===== config.mk =====
export PLATFORM = sky130hd
export DESIGN_NAME = buffer_a_in
export DESIGN_NICKNAME = d
export VERILOG_FILES = /design/src/rtl/buffer_a_in.sv
export SDC_FILE = /design/constraint.sdc
export NUM_CORES = 1
export LEC_CHECK = 0
export ABC_AREA = 1
export ABC_CLOCK_PERIOD_IN_PS = 4050
export BUFFER_PORTS_ARGS = -buffer_cell sky130_fd_sc_hd__buf_2
export CORE_ASPECT_RATIO = 1.4
export CORE_MARGIN = 5
export CORE_UTILIZATION = 67
export CTS_BUF_LIST = sky130_fd_sc_hd__clkbuf_2
export DETAILED_ROUTE_END_ITERATION = 8
export MAX_ROUTING_LAYER = met4
export PLACE_DENSITY_LB_ADDON = 0.2
export SYNTH_ARGS = -nofsm -noshare
export SYNTH_HDL_FRONTEND = slang
export SYNTH_SLANG_ARGS = --single-unit

===== constraint.sdc =====
create_clock -name clk -period 4.05 [get_ports clk]
set_input_delay 0.405 -clock clk [delete_from_list [all_inputs] [get_ports clk]]
set_output_delay 0.405 -clock clk [all_outputs]
set_load 0.005 [all_outputs]

===== src/rtl/buffer_a_in.sv =====
// Input-side row buffer for the systolic MMU.
// Loads a tile column-major, one element per cycle; replays rows last-first.
module buffer_a_in #(
    parameter int VAR_SIZE = 8,
    parameter int MMU_SIZE = 4,
    parameter int DEPTH    = 4
) (
    input  logic                         clk,
    input  logic                         rst,
    input  logic [VAR_SIZE-1:0]          A,
    input  logic                         stop,
    input  logic [1:0]                   cmd,
    input  logic [7:0]                   dim_x_in,
    input  logic [7:0]                   dim_y_in,
    output logic [VAR_SIZE*MMU_SIZE-1:0] B1,
    output logic                         out_valid,
    output logic                         busy,
    output logic [7:0]                   dim_x,
    output logic [7:0]                   dim_y
);

    localparam int W  = VAR_SIZE * MMU_SIZE;
    localparam int AW = (DEPTH > 1) ? $clog2(DEPTH) : 1;
    localparam int LW = (MMU_SIZE > 1) ? $clog2(MMU_SIZE) : 1;
    localparam logic [7:0] DEPTH_W = 8'(DEPTH);
    localparam logic [7:0] LANES_W = 8'(MMU_SIZE);

    localparam logic [1:0] CMD_LOAD  = 2'b01;
    localparam logic [1:0] CMD_SEND  = 2'b10;
    localparam logic [1:0] CMD_CLEAR = 2'b11;

    typedef enum logic [1:0] {
        S_IDLE,
        S_LOAD,
        S_SEND,
        S_CLEAR
    } state_t;

    state_t     state;
    logic [W-1:0] mem [DEPTH];
    logic [7:0] row_ptr;
    logic [7:0] col_ptr;
    logic [7:0] dx;
    logic [7:0] dy;
    logic       last_row;
    logic       last_el;
    logic       wr_en;
    logic [W-1:0] masked;
    logic [AW-1:0] ra;
    logic [LW-1:0] ca;

    assign ra = row_ptr[AW-1:0];
    assign ca = col_ptr[LW-1:0];
    assign busy = (state != S_IDLE);
    assign last_row = (row_ptr == dim_x - 8'd1);
    assign last_el = last_row && (col_ptr == dim_y - 8'd1);
    assign wr_en = (state == S_LOAD) && !stop && !rst;

    // Clamp requested tile dimensions to the physical buffer size
    always_comb begin
        dx = (dim_x_in > DEPTH_W) ? DEPTH_W : dim_x_in;
        dy = (dim_y_in > LANES_W) ? LANES_W : dim_y_in;
    end

    // Row being sent, with lanes beyond the tile width zeroed
    always_comb begin
        masked = mem[ra];
        for (int k = 0; k < MMU_SIZE; k++) begin
            if (8'(k) >= dim_y) masked[k*VAR_SIZE +: VAR_SIZE] = '0;
        end
    end

    // Storage: element writes during LOAD, bulk zero on CLEAR, kept across reset
    always_ff @(posedge clk) begin
        if (!rst) begin
            if (state == S_CLEAR) begin
                for (int i = 0; i < DEPTH; i++) mem[i] <= '0;
            end else if (wr_en) begin
                mem[ra][ca*VAR_SIZE +: VAR_SIZE] <= A;
            end
        end
    end

    // Control FSM with registered row output
    always_ff @(posedge clk) begin
        if (rst) begin
            state     <= S_IDLE;
            row_ptr   <= '0;
            col_ptr   <= '0;
            dim_x     <= '0;
            dim_y     <= '0;
            B1        <= '0;
            out_valid <= 1'b0;
        end else begin
            out_valid <= 1'b0;
            unique case (state)
                S_IDLE: begin
                    if (cmd == CMD_LOAD) begin
                        if (dx != 8'd0 && dy != 8'd0) begin
                            dim_x   <= dx;
                            dim_y   <= dy;
                            row_ptr <= '0;
                            col_ptr <= '0;
                            state   <= S_LOAD;
                        end
                    end else if (cmd == CMD_SEND) begin
                        if (dim_x != 8'd0) begin
                            row_ptr <= dim_x - 8'd1;
                            state   <= S_SEND;
                        end
                    end else if (cmd == CMD_CLEAR) begin
                        state <= S_CLEAR;
                    end
                end
                S_LOAD: begin
                    if (stop) begin
                        if (cmd == CMD_CLEAR) state <= S_CLEAR;
                    end else if (last_el) begin
                        row_ptr <= '0;
                        col_ptr <= '0;
                        state   <= S_IDLE;
                    end else if (last_row) begin
                        row_ptr <= '0;
                        col_ptr <= col_ptr + 8'd1;
                    end else begin
                        row_ptr <= row_ptr + 8'd1;
                    end
                end
                S_SEND: begin
                    B1        <= masked;
                    out_valid <= 1'b1;
                    if (row_ptr == 8'd0) begin
                        state <= S_IDLE;
                    end else begin
                        row_ptr <= row_ptr - 8'd1;
                    end
                end
                S_CLEAR: begin
                    dim_x   <= '0;
                    dim_y   <= '0;
                    row_ptr <= '0;
                    col_ptr <= '0;
                    state   <= S_IDLE;
                end
                default: state <= S_IDLE;
            endcase
        end
    end

endmodule

After elaboration in Yosys (flattened, before gate mapping)
Memory sizes are Yosys's and may differ from the RTL's. A register that Yosys moved wholly into a read port is not among the register bits.
Cells that the tools add are included.
Operators by class
  $mul: 0
  mux-type cells: 48
  shift operators: 2
  bitwise logic cells: 0
  add/sub/neg operators: 6
  equal/unequal tests: 19
  reduce and logical (&&, ||, !) cells: 19
  divide/modulo/power cells: 0
  order comparisons: 6
Operators with widths (count)
  8-bit 2-to-1 mux: 22
  32-bit 2-to-1 mux: 3
  5-bit negation with 34-bit output: 1
  8-bit by 34-bit variable shift with 32-bit output (first input constant): 1
  8-bit by 34-bit variable part select with 32-bit output: 1
  8-bit case mux with 2 select lines: 2
  8-bit case mux with 4 select lines: 1
  32-bit OR reduction: 1
  8-bit case mux with 3 select lines: 1
  8-bit nonzero test: 3
  8-bit by 1-bit subtractor with 8-bit output (second input constant): 3
  2-bit 2-to-1 mux: 11
  8-bit by 1-bit adder with 8-bit output (second input constant): 2
  8-bit == test: 2
  1-bit by 8-bit >= comparator with 1-bit output (first input constant): 2
  2-bit by 8-bit >= comparator with 1-bit output (first input constant): 2
  8-bit by 3-bit greater-than comparator with 1-bit output (second input constant): 2
  3-bit != test (second input constant): 5
  2-bit != test (second input constant): 5
  5-bit AND reduction: 2
  2-bit == test (second input constant): 4
  8-bit zero test: 1
  2-bit case mux with 4 select lines: 1
  1-bit 2-to-1 mux: 7
  other kinds (9): 15
Storage, ports and cells
  latch bits: 0
  bits in read-only memories: 0
  input port bits: 29
  register bits: 67
  memories: 1
  word-level logic and storage cells: 108
  RAM bits: 128
  output and inout port bits: 50
Memory list
  mem: depth 4, bits a word 32, read ports 1, clocked after memory_dff 1, write ports 4, line 40  | logic [W-1:0] mem [DEPTH];

Logic depth before layout (Yosys ltp)
  depth in word-level cells: 9
  depth in mapped cells: 16
  depth with buffers taken out: 16

Least setup slack after synthesis
Ideal clock, no wire load.
  kind: reg-to-reg
  start: reg col_ptr[0]
  end: mem mem[3][24] (netlist bit) (enable)
  library setup time: 384 ps
  period minus slack after synthesis: 2713 ps
  arrival: 2329 ps
  stages on the path, launching flop included: 11
  path buffers: 1
  setup slack: 1337 ps
  required time: 3666 ps
  path through: dfxtp_1 inv_2 ha_1 clkinv_1 nor2_1 nor2_1 nand2_1 inv_2 buf_2 a21oi_1 o21ai_0
RTL lines
  start, declared: line 42  | logic [7:0] col_ptr;
  start signal, assigned: line 124  | col_ptr <= col_ptr + 8'd1;
  end, declared: line 40

==> flow_metrics.env <==
export IMPL_ys_top_cells_by_area="edfxtp_1 40%, dfxtp_1 14%, nor2_1 12%, nand2_1 8.7%, a21oi_1 3.4%"
export IMPL_yosys_area_share_xor_xnor_pct=1.36
export IMPL_cts_num_sinks=197
export IMPL_rsz0062_at_grt="no"
export IMPL_track_usage_pct=29.8
export IMPL_drv_cap=0
export IMPL_startpoint="col_ptr[0]$_SDFFE_PP0P_"
export IMPL_finalSetupTns_ns=0
export IMPL_synth_simple_area_share_pct=26.3
export IMPL_vias=8248
export IMPL_syn_to_final_growth_pct=8.80
export IMPL_critPathMaxFanout=18
export IMPL_end_kind="register"
export IMPL_synth_seq_cells=197
export IMPL_r2r_start="col_ptr[0]$_SDFFE_PP0P_"
export IMPL_cts_hold_buffers=5
export IMPL_antenna_found_initial=1
export IMPL_place_hpwl_um=18100
export IMPL_power_density_nw_per_um2=555
export IMPL_start_util_pct=67.5
export IMPL_dieHeight_um=152
export IMPL_drtAntennaViolNets=0
export IMPL_yosysSeqAreaShare_pct=54.0
export IMPL_ir_drop_mv=0.440
export IMPL_grt_pass1_vias=7888
export IMPL_path_clk_slew_ns=0.30
export IMPL_path_class="register to register"
export IMPL_mostFrequentLayoutCells="309 x nor2_1, 223 x nand2_1, 128 x edfxtp_1, 83 x inv_1, 78 x buf_2"
export IMPL_drt_iter0_markers=819
export IMPL_setup_viol=0
export IMPL_yosysTopAreaCell="edfxtp_1"
export IMPL_yosys_area_share_adder_pct=2.33
export IMPL_min_from="dim_y_in[2]"
export IMPL_muxShareOfSynthArea_pct=0
export IMPL_grt_remaining_overflow=0
export IMPL_firstDrtPassIters=6
export IMPL_timing_fmax_mhz=285
export IMPL_final_nets=1278
export IMPL_clk_path_buf_depth=2
export IMPL_leakagePower_nw=4.03
export IMPL_synth_nets=1207
export IMPL_finalHoldViolCount=0
export IMPL_yosys_warnings=0
export IMPL_critPathLaunchType="register"
export IMPL_dieArea_um2=17000
export IMPL_fin_crit_ns=3.51
export IMPL_synth_top_cell_area_share_pct=39.8
export IMPL_clk_latency_ns=0.80
export IMPL_grt_max_degree=65
export IMPL_routedWlPerCell_um=17.1
export IMPL_crit_arrival_ns=3.92
export IMPL_row_count=52
export IMPL_synth_top_family_by_area="simple AND/OR/NAND/NOR gates"
export IMPL_status="complete, no violations"
export IMPL_slew_headroom_pct=24.6
export IMPL_core_area_um2=14300
export IMPL_worst_pin_slew_ns=1.12
export IMPL_via_per_inst=5.75
export IMPL_die_w_um=112
export IMPL_fin_crit_sh_pct=86.8
export IMPL_drive_above_1_share_pct=11.9
export IMPL_total_power_mw=5.84
export IMPL_drc=0
export IMPL_syn_inst=1160
export IMPL_grt_pass1_wl_um=39400
export IMPL_cp_required_ns=4.45
export IMPL_wirelength_um=24500
export IMPL_ctsResizeCount=0
export IMPL_synthArstFlopShare_pct=0
export IMPL_cts_tree="built"
export IMPL_cts_buffers=17
export IMPL_cts_root_buffer_cell="clkbuf_2"
export IMPL_num_io_pins=79
export IMPL_finalClockSkew_ns=0.0610
export IMPL_synth_flop_cell="edfxtp_1"
export IMPL_port_buffers=78
export IMPL_synth_edf_count=128
export IMPL_h_tree_depth=4
export IMPL_syn_area_per_cell_um2=8.33
export IMPL_hold_class="input port to register"
export IMPL_cts_setup_buffers=0
export IMPL_layout_commonest_cell="nor2_1"
export IMPL_synth_cell_area_um2=9670
export IMPL_gp_congestion=0.956
export IMPL_yosysUniqueCellTypes=32
export IMPL_synth_compound_area_share_pct=10.3
export IMPL_drv_slew=0
==> cell families (layout without fill, tap and decap cells) <==
kind of cell,count (synthesis),in the layout
other,0,1
XOR/XNOR,15,15
AND/OR/NAND/NOR,620,620
adder cells (fa/ha/maj),18,18
flip-flops,197,197
buffers and inverters,143,227
AO/OA/AOI/OAI,167,167
==> state kept, by name (all words and copies together) (netlist names), named ones only <==
signal and cells:
mem 128, col_ptr 8, B1 32, row_ptr 8, dim_y 8, state 2, dim_x 8, out_valid 1
==> final timing paths <==
path	endpoint	slack, ns	depth (start not counted)
hold reg to reg	B1[9]$_SDFFE_PP0P_	0.48	2
hold / removal	dim_y[2]$_SDFFE_PP0P_	0.05	5
setup / recovery	mem[3][28]$_DFFE_PP_	0.54	9
setup reg to reg	mem[3][28]$_DFFE_PP_	0.54	9
==> critical path, cell delays in order (launching register included) <==
cell and delay [ns]:
dfxtp_1 0.70, inv_2 0.19, ha_1 0.25, clkinv_1 0.31, nor2_1 0.20, nor2_1 0.13, nand2_1 0.09, inv_2 0.23
a21oi_1 0.14, o21ai_0 0.90
==> through the flow <==
step	hold slack [ns]	instance area (µm²)	utilization [%]	worst slack [ns]	cells
3_3_place_gp	0.448	10200	71.0	0.756	1391
4_1_cts	0.00375	10500	73.1	0.600	1428
2_1_floorplan	0.462	9670	-	1.34	1160
5_1_grt	0.00498	10500	73.5	0.185	1434
3_5_place_dp	0.454	10200	71.0	0.667	1391
6_report	0.0518	10500	73.5	0.535	1434
==> power by group <==
| group | internal, mW | switching [mW] |
|---|---|---|
| clock network | 0.301 | 0.705 |
| registers | 2.32 | 0.247 |
| logic | 0.728 | 1.54 |
==> routing by layer <==
metal | part of all wire, % | global-route usage, %
met5 | 0 | -
met3 | 6.6 | 4.37
met1 | 38 | 35.0
met2 | 52 | 51.3
met4 | 3.9 | 12.2
==> cell usage after synthesis, drive strengths merged (4+ instances only) <==
master / number
a211oi: 7
a21oi: 65
buf: 9
clkbuf: 32
dfxtp: 69
edfxtp: 128
ha: 18
inv: 100
nand2: 223
nand3: 63
nand3b: 4
nand4: 5
nor2: 312
nor3: 13
o21ai: 57
o32ai: 32
xnor2: 7
xor2: 8
==> cell type report <==
cell class                      instances  area, µm²
Clock buffer                           17       85.1
Timing Repair Buffer                   93        528
Inverter                              102        383
Clock inverter                         15        164
Multi-Input combinational cell        820       3890
Fill cell                            1094       3790
Tap cell                              189        236
Antenna cell                            1       2.50
Sequential cell                       197       5230
Note: power is estimated with default switching activity, not from simulation.
